`src/rtl/booth_mult_pkg.sv`:
```
// Shared FSM encodings, default sizing and the packed operand-tuple width
// for the booth multiplier issue/capture wrapper.
package booth_mult_pkg;

    localparam int WIDTH_DEF   = 8;
    localparam int DEPTH_DEF   = 4;
    localparam int TAG_W_DEF   = 4;
    localparam int TIMEOUT_DEF = 15;

    localparam logic [1:0] S_IDLE  = 2'd0;
    localparam logic [1:0] S_RUN   = 2'd1;
    localparam logic [1:0] S_DRAIN = 2'd2;

    // Tuple layout, LSB first: mcand, mplier, sign_mode, tag.
    function automatic int tuple_w(input int width, input int tag_w);
        return 2 * width + 2 + tag_w;
    endfunction

endpackage

```
`src/rtl/booth_op_fifo.sv`:
```
// Synchronous FIFO of packed operand tuples; head is visible combinationally, pop takes effect at the edge.
// Push is ignored when full and pop when empty, so callers may drive them unqualified.
module booth_op_fifo
    import booth_mult_pkg::*;
#(
    parameter int W     = tuple_w(WIDTH_DEF, TAG_W_DEF),
    parameter int DEPTH = DEPTH_DEF
) (
    input  logic         clk,
    input  logic         rst_n,
    input  logic         push,
    input  logic [W-1:0] push_dat,
    input  logic         pop,
    output logic [W-1:0] head,
    output logic         full,
    output logic         empty
);

    localparam int AW = $clog2(DEPTH);

    logic [AW:0]  wr_ptr_q, wr_ptr_d;
    logic [AW:0]  rd_ptr_q, rd_ptr_d;
    logic [W-1:0] mem_q [DEPTH];
    logic         do_push;
    logic         do_pop;

    // Extra pointer MSB distinguishes a full ring from an empty one.
    always_comb begin
        full     = (wr_ptr_q[AW] != rd_ptr_q[AW]) &&
                   (wr_ptr_q[AW-1:0] == rd_ptr_q[AW-1:0]);
        empty    = (wr_ptr_q == rd_ptr_q);
        do_push  = push && !full;
        do_pop   = pop && !empty;
        wr_ptr_d = wr_ptr_q;
        rd_ptr_d = rd_ptr_q;
        if (do_push) begin
            wr_ptr_d = wr_ptr_q + 1'b1;
        end
        if (do_pop) begin
            rd_ptr_d = rd_ptr_q + 1'b1;
        end
    end

    assign head = mem_q[rd_ptr_q[AW-1:0]];

    always_ff @(posedge clk or negedge rst_n) begin
        if (!rst_n) begin
            wr_ptr_q <= '0;
            rd_ptr_q <= '0;
        end else begin
            wr_ptr_q <= wr_ptr_d;
            rd_ptr_q <= rd_ptr_d;
        end
    end

    always_ff @(posedge clk) begin
        if (do_push) begin
            mem_q[wr_ptr_q[AW-1:0]] <= push_dat;
        end
    end

endmodule

```
`src/rtl/booth_mult8_issue_ctrl.sv`:
```
// Queues operand tuples, issues them one at a time to the booth core with a start pulse, registers tagged products.
// One op per 10 cycles; s_ready = !full, result held until m_ready, watchdog drops ops the core never completes.
module booth_mult8_issue_ctrl
    import booth_mult_pkg::*;
#(
    parameter int WIDTH       = WIDTH_DEF,
    parameter int DEPTH       = DEPTH_DEF,
    parameter int TAG_W       = TAG_W_DEF,
    parameter int TIMEOUT_CYC = TIMEOUT_DEF
) (
    input  logic                 clk,
    input  logic                 rst_n,
    input  logic                 s_valid,
    output logic                 s_ready,
    input  logic [WIDTH-1:0]     s_mcand,
    input  logic [WIDTH-1:0]     s_mplier,
    input  logic [1:0]           s_sign_mode,
    input  logic [TAG_W-1:0]     s_tag,
    output logic                 m_valid,
    input  logic                 m_ready,
    output logic [2*WIDTH-1:0]   m_product,
    output logic [TAG_W-1:0]     m_tag,
    output logic                 core_start,
    output logic [WIDTH-1:0]     core_multiplicand,
    output logic [WIDTH-1:0]     core_multiplier,
    output logic [1:0]           core_sign_mode,
    input  logic [2*WIDTH-1:0]   core_product,
    input  logic                 core_done,
    output logic                 busy,
    output logic                 err_timeout
);

    localparam int TW = tuple_w(WIDTH, TAG_W);
    localparam int CW = $clog2(TIMEOUT_CYC + 1);

    logic [TW-1:0]      push_dat;
    logic [TW-1:0]      head;
    logic               fifo_full;
    logic               fifo_empty;
    logic               fifo_pop;
    logic [WIDTH-1:0]   head_mcand;
    logic [WIDTH-1:0]   head_mplier;
    logic [1:0]         head_sm;
    logic [TAG_W-1:0]   head_tag;

    logic [1:0]         state_q, state_d;
    logic               core_start_q, core_start_d;
    logic [WIDTH-1:0]   mcand_q, mcand_d;
    logic [WIDTH-1:0]   mplier_q, mplier_d;
    logic [1:0]         sign_mode_q, sign_mode_d;
    logic [TAG_W-1:0]   issue_tag_q, issue_tag_d;
    logic [CW-1:0]      wdog_q, wdog_d;
    logic               err_timeout_q, err_timeout_d;
    logic               m_valid_q, m_valid_d;
    logic [2*WIDTH-1:0] m_product_q, m_product_d;
    logic [TAG_W-1:0]   m_tag_q, m_tag_d;
    logic               slot_free;

    assign push_dat = {s_tag, s_sign_mode, s_mplier, s_mcand};
    assign {head_tag, head_sm, head_mplier, head_mcand} = head;

    booth_op_fifo #(
        .W     (TW),
        .DEPTH (DEPTH)
    ) u_op_fifo (
        .clk      (clk),
        .rst_n    (rst_n),
        .push     (s_valid),
        .push_dat (push_dat),
        .pop      (fifo_pop),
        .head     (head),
        .full     (fifo_full),
        .empty    (fifo_empty)
    );

    // The core holds its product from done until the next start, so a
    // parked S_DRAIN can capture it late as long as nothing is issued.
    always_comb begin
        state_d       = state_q;
        core_start_d  = 1'b0;
        mcand_d       = mcand_q;
        mplier_d      = mplier_q;
        sign_mode_d   = sign_mode_q;
        issue_tag_d   = issue_tag_q;
        wdog_d        = wdog_q;
        err_timeout_d = err_timeout_q;
        m_valid_d     = m_valid_q && !m_ready;
        m_product_d   = m_product_q;
        m_tag_d       = m_tag_q;
        fifo_pop      = 1'b0;
        slot_free     = !m_valid_q || m_ready;

        case (state_q)
            S_IDLE: begin
                if (!fifo_empty) begin
                    fifo_pop     = 1'b1;
                    mcand_d      = head_mcand;
                    mplier_d     = head_mplier;
                    sign_mode_d  = head_sm;
                    issue_tag_d  = head_tag;
                    core_start_d = 1'b1;
                    wdog_d       = '0;
                    state_d      = S_RUN;
                end
            end
            S_RUN: begin
                wdog_d = wdog_q + 1'b1;
                if (core_done) begin
                    if (slot_free) begin
                        m_valid_d   = 1'b1;
                        m_product_d = core_product;
                        m_tag_d     = issue_tag_q;
                        state_d     = S_IDLE;
                    end else begin
                        state_d = S_DRAIN;
                    end
                end else if (wdog_q == CW'(TIMEOUT_CYC - 1)) begin
                    err_timeout_d = 1'b1;
                    state_d       = S_IDLE;
                end
            end
            S_DRAIN: begin
                if (slot_free) begin
                    m_valid_d   = 1'b1;
                    m_product_d = core_product;
                    m_tag_d     = issue_tag_q;
                    state_d     = S_IDLE;
                end
            end
            default: state_d = S_IDLE;
        endcase
    end

    always_ff @(posedge clk or negedge rst_n) begin
        if (!rst_n) begin
            state_q       <= S_IDLE;
            core_start_q  <= 1'b0;
            mcand_q       <= '0;
            mplier_q      <= '0;
            sign_mode_q   <= '0;
            issue_tag_q   <= '0;
            wdog_q        <= '0;
            err_timeout_q <= 1'b0;
            m_valid_q     <= 1'b0;
            m_product_q   <= '0;
            m_tag_q       <= '0;
        end else begin
            state_q       <= state_d;
            core_start_q  <= core_start_d;
            mcand_q       <= mcand_d;
            mplier_q      <= mplier_d;
            sign_mode_q   <= sign_mode_d;
            issue_tag_q   <= issue_tag_d;
            wdog_q        <= wdog_d;
            err_timeout_q <= err_timeout_d;
            m_valid_q     <= m_valid_d;
            m_product_q   <= m_product_d;
            m_tag_q       <= m_tag_d;
        end
    end

    assign s_ready           = !fifo_full;
    assign busy              = (state_q != S_IDLE) || !fifo_empty;
    assign core_start        = core_start_q;
    assign core_multiplicand = mcand_q;
    assign core_multiplier   = mplier_q;
    assign core_sign_mode    = sign_mode_q;
    assign err_timeout       = err_timeout_q;
    assign m_valid           = m_valid_q;
    assign m_product         = m_product_q;
    assign m_tag             = m_tag_q;

endmodule

```
`config.mk`:
```
export PLATFORM = sky130hd
export DESIGN_NAME = booth_mult8_issue_ctrl
export DESIGN_NICKNAME = d
export VERILOG_FILES = /design/src/rtl/booth_mult_pkg.sv /design/src/rtl/booth_op_fifo.sv /design/src/rtl/booth_mult8_issue_ctrl.sv
export SDC_FILE = /design/constraint.sdc
export NUM_CORES = 1
export LEC_CHECK = 0
export ABC_AREA = 1
export CORE_MARGIN = 2
export CORE_UTILIZATION = 49
export CTS_CLUSTER_DIAMETER = 30
export CTS_CLUSTER_SIZE = 25
export DETAILED_ROUTE_END_ITERATION = 8
export GPL_TIMING_DRIVEN = 0
export PLACE_DENSITY_LB_ADDON = 0.05
export SYNTH_ARGS = -nofsm -noshare
export SYNTH_HDL_FRONTEND = slang
export SYNTH_SLANG_ARGS = --single-unit
```
`constraint.sdc`:
```
create_clock -name clk -period 2.25 [get_ports clk]
set_clock_uncertainty 0.05 [all_clocks]
set_input_delay 0.45 -clock clk [delete_from_list [all_inputs] [get_ports clk]]
set_output_delay 0.45 -clock clk [all_outputs]
set_load 0.01 [all_outputs]
```
==> impl_table.tex <==
\begin{tabular}{lr}
\hline
Metric & Value \\
\hline
\multicolumn{2}{l}{\textbf{Floorplan}} \\
Height of the die & 113 um \\
Core footprint & $\sim$11000 um2 \\
Effective utilization at floorplan & 50.6\% \\
Ports placed on the boundary & 86 \\
Die footprint & between 10000 and 15000 um2 \\
Die width & about 110 um \\
Num rows & 39 \\
\multicolumn{2}{l}{\textbf{Logic synthesis}} \\
Proportion of synthesized flip-flops having asynchronous set or reset & approximately two fifths \\
Per-instance average area after synthesis & $\sim$11 um2 \\
Largest area contributor in the netlist & edfxtp\_1 \\
Top cells by area, synth & edfxtp\_1, dfrtp\_1, nand2\_1 \\
Netlist Area Pre-Place & a little under 6000 um2 \\
Cell count after synthesis & about 510 \\
Flip-flop cell with the highest count after synthesis & edfxtp\_1 \\
Register bit total from synthesis & around 150 \\
Mapped Nets & about 570 \\
Sequential-to-total area share from yosys stat & between 70\% and 80\% \\
Number of warnings reported in the yosys synthesis log & 0 \\
Most frequent cell after synthesis & nand2\_1 \\
Number of flops mapped to enable cells by yosys & 88 \\
Count of cell types in the netlist & 28 \\
Most instantiated cells after synthesis & nand2\_1, edfxtp\_1, dfrtp\_1 \\
Area fraction of the dominant cell type after synthesis & 45.5\% \\
\multicolumn{2}{l}{\textbf{GRT}} \\
GRT met1 Usage & 27.2\% \\
Global route overflow & 0 \\
First-pass GRT wire length & 20600 um \\
Maximum number of pins on one net before global-route repair & 33 \\
Initial antenna violation count & 0 \\
Layer carrying the most global-route usage & met2 \\
Met3 track demand over resource in global routing & 6.91\% \\
Global-route usage over all layers & 21.2\% \\
Vias in the first global route & $\sim$4000 \\
Met2 routing resource usage after global routing & 34.9\% \\
\multicolumn{2}{l}{\textbf{Placement}} \\
Worst slack, placed & -0.332 ns \\
Routability congestion estimate from global placement & 0.744 \\
HPWL after DPL & 8330 um \\
Port-buffer cells & 85 \\
Placed cells & 746 \\
\multicolumn{2}{l}{\textbf{STA}} \\
Max-slew violations & 0 \\
Tightest slew margin relative to the limit & 56.7\% \\
Final worst slack & 0.103 ns \\
Max Clk Rate & around 470 MHz \\
Final setup violation count & 0 \\
Clock period minus final worst setup slack & 2.15 ns \\
Worst Tran Pin Value & roughly 0.65 ns \\
Unrepaired setup endpoints after global routing & false \\
Post-Route Setup TNS & 0 ns \\
Final Hold Violating Endpoints & 0 \\
Final Cycle Share & 95.4\% \\
\multicolumn{2}{l}{\textbf{Pwr}} \\
Maximum vdd ir drop & 0.000887 V \\
Areal power density over the cells & 1460 nW/um2 \\
Combinational Power Share & 40.6\% \\
Fraction of power consumed by sequential logic & 36.7\% \\
Leakage power & between 3 and 4 nW \\
Net Switching & 4.07 mW \\
Clock network fraction of design power & around 23\% \\
Switching part of the total & between 30\% and 40\% \\
Cell-internal power & about 7.1 mW \\
\multicolumn{2}{l}{\textbf{CTS}} \\
Number of buffers on the longest clock path & 2 \\
Root Buffer & clkbuf\_16 \\
Number of buffers added to fix hold violations after cts & 0 \\
CTS tree & built \\
Clock buffers created by TritonCTS & 17 \\
Clock edge transition at the registers on the reported setup and hold paths & roughly 0.06 ns \\
Clk\_lat worst skew & 0.42 ns \\
H-tree level count & 4 \\
CTS sink cnt & around 150 \\
\multicolumn{2}{l}{\textbf{Worst setup path}} \\
Data arrival at the endpoint of the critical path & 1.65 ns \\
Slack of the worst reg-to-reg path & 0.22 ns \\
Largest fanout on the critical path & 10 \\
Endpoint of the worst-slack reg-to-reg timing path & u\_op\_fifo.mem\_q[3][18] \\
Worst reg2reg path depth & 7 \\
Crit Path Class & reg2out \\
Required time of the worst setup path & between 1.5 and 2 ns \\
Startpoint of the lowest-slack register-to-register path & u\_op\_fifo.rd\_ptr\_q[0] \\
Sort of element at the start of the critical path & register \\
Crit. End Element & primary output \\
\multicolumn{2}{l}{\textbf{Hold path}} \\
Hold crit path type & in2async \\
\multicolumn{2}{l}{\textbf{Finish}} \\
Total Nets Final & 685 \\
Fraction of layout instances using a drive strength above 1 & 9.92\% \\
Area delta synth->final & 31.3\% \\
Count of inserted antenna diode cells & 0 \\
Number of cells in the finished layout apart from fillers & roughly 790 \\
\multicolumn{2}{l}{\textbf{Detailed routing}} \\
DR iter-0 viols & 324 \\
Vias per std cell & about 5.2 \\
Vias post-DR & 4132 \\
Count of TritonRoute iterations in the first routing pass & 4 \\
Number of routed nets with antenna violations & 0 \\
Drt total wl & 12800 um \\
Wire per inst & 16.2 um \\
Drc violations & 0 \\
\multicolumn{2}{l}{\textbf{Status}} \\
Result of the run & complete, no violations \\
\multicolumn{2}{l}{\textbf{Flow run}} \\
Count of max-cap constraint violations & 0 \\
\hline
\end{tabular}
==> worst max-delay path, stage by stage, from the launching register on <==
cell	delay, ns
dfrtp_1	0.43
buf_6	0.17
nand2_1	0.09
nand2_4	0.11
nand4_4	0.12
dlygate4sd2_1	0.32
==> layout by cell type (no fill, tap or decap), types with 2 or more instances in the layout <==
master           instances
nand2_1                142
buf_8                    2
edfxtp_1                88
xnor2_1                  2
buf_4                    9
buf_12                   4
clkdlybuf4s50_1         82
ha_1                     9
nor2_4                   4
buf_2                    5
clkinv_1                 2
nand2_4                  2
inv_4                    2
buf_6                    5
clkbuf_1                19
clkinvlp_4               5
clkbuf_16               17
o21ai_0                 45
nor2_1                  49
dfrtp_1                 56
nand3_1                 36
nand4_4                  2
inv_1                   20
o22ai_1                 22
==> power groups by stage <==
| stage | sequential (mW) | combinational, mW | clock (mW) |
|---|---|---|---|
| global placement | 4.12 | 4.15 | 0 |
| floorplan | 4.24 | 2.37 | 0 |
| finish | 4.09 | 4.53 | 2.54 |
| CTS | 4.08 | 4.36 | 2.59 |
| global route | 4.18 | 5.04 | 2.70 |
| detailed placement | 4.13 | 4.31 | 0 |
==> layout make-up <==
cell class / count / area, um2
Tap cell: 143 / 179
Multi-Input combinational cell: 322 / 1590
Clock inverter: 10 / 88.8
Fill cell: 891 / 3850
Buffer: 24 / 125
Clock buffer: 22 / 444
Sequential cell: 145 / 4070
Inverter: 22 / 87.6
Timing Repair Buffer: 100 / 1030
==> metal layers <==
layer	share of wire [%]	wire, um	up-vias
met3	6.2	798	10
li1	-	-	1992
met1	44	5630	1997
met2	49	6240	133
met5	0	0	-
met4	0.89	114	0
==> cells by family after synthesis <==
family          Yosys count  share of synthesized area [%]
compound gates           70                           6.60
xor+xnor                  4                          0.733
simple gates            238                           16.8
buf+inv                  46                           3.56
flops                   145                           70.1
fa+ha+maj                10                           2.16
==> how the worst max path moves through the flow <==
| stage | start | to | slack (ns) | cells after the start |
|---|---|---|---|---|
| after global placement | rst_n | core_multiplicand[0] | -1.31 | 1 |
| after floorplan | u_op_fifo.rd_ptr_q[0] | u_op_fifo.mem_q[2][0] | -0.16 | 6 |
| after global routing | u_op_fifo.rd_ptr_q[0] | s_ready | 0.002 | 5 |
| after detailed placement | s_valid | u_op_fifo.mem_q[2][1] | -0.33 | 4 |
| after CTS | u_op_fifo.rd_ptr_q[0] | u_op_fifo.mem_q[2][20] | -0.22 | 7 |
| final | u_op_fifo.rd_ptr_q[0] | s_ready | 0.10 | 5 |
==> repair_timing <==
item / in CTS / in global routing
resized for setup: 3 / 12
pin swaps: 1 / 6
setup endpoints to repair: 80 / 90
buffers inserted: 1 / 9
==> per-stage QoR <==
step / area [um2] / hold WS (ns) / power (mW) / utilization, %
after floorplan: 5800 / 0.104 / 6.61 / -
after global placement: 6830 / 0.402 / 8.27 / 59.6
after detailed placement: 6910 / 0.408 / 8.43 / 60.3
after CTS: 7450 / 0.0303 / 11.0 / 65.0
after global routing: 7620 / 0.0582 / 11.9 / 66.4
final: 7620 / 0.0134 / 11.2 / 66.4
==> state kept, by name, summed over array words and instances, names as in the netlist, 2 cells and up <==
register / count
u_op_fifo.mem_q: 88
core_multiplier: 8
u_op_fifo.rd_ptr_q: 3
issue_tag_q: 4
m_tag: 4
core_sign_mode: 2
m_product: 16
wdog_q: 4
core_multiplicand: 8
state_q: 2
u_op_fifo.wr_ptr_q: 3
(Power assumes the default switching activity.)
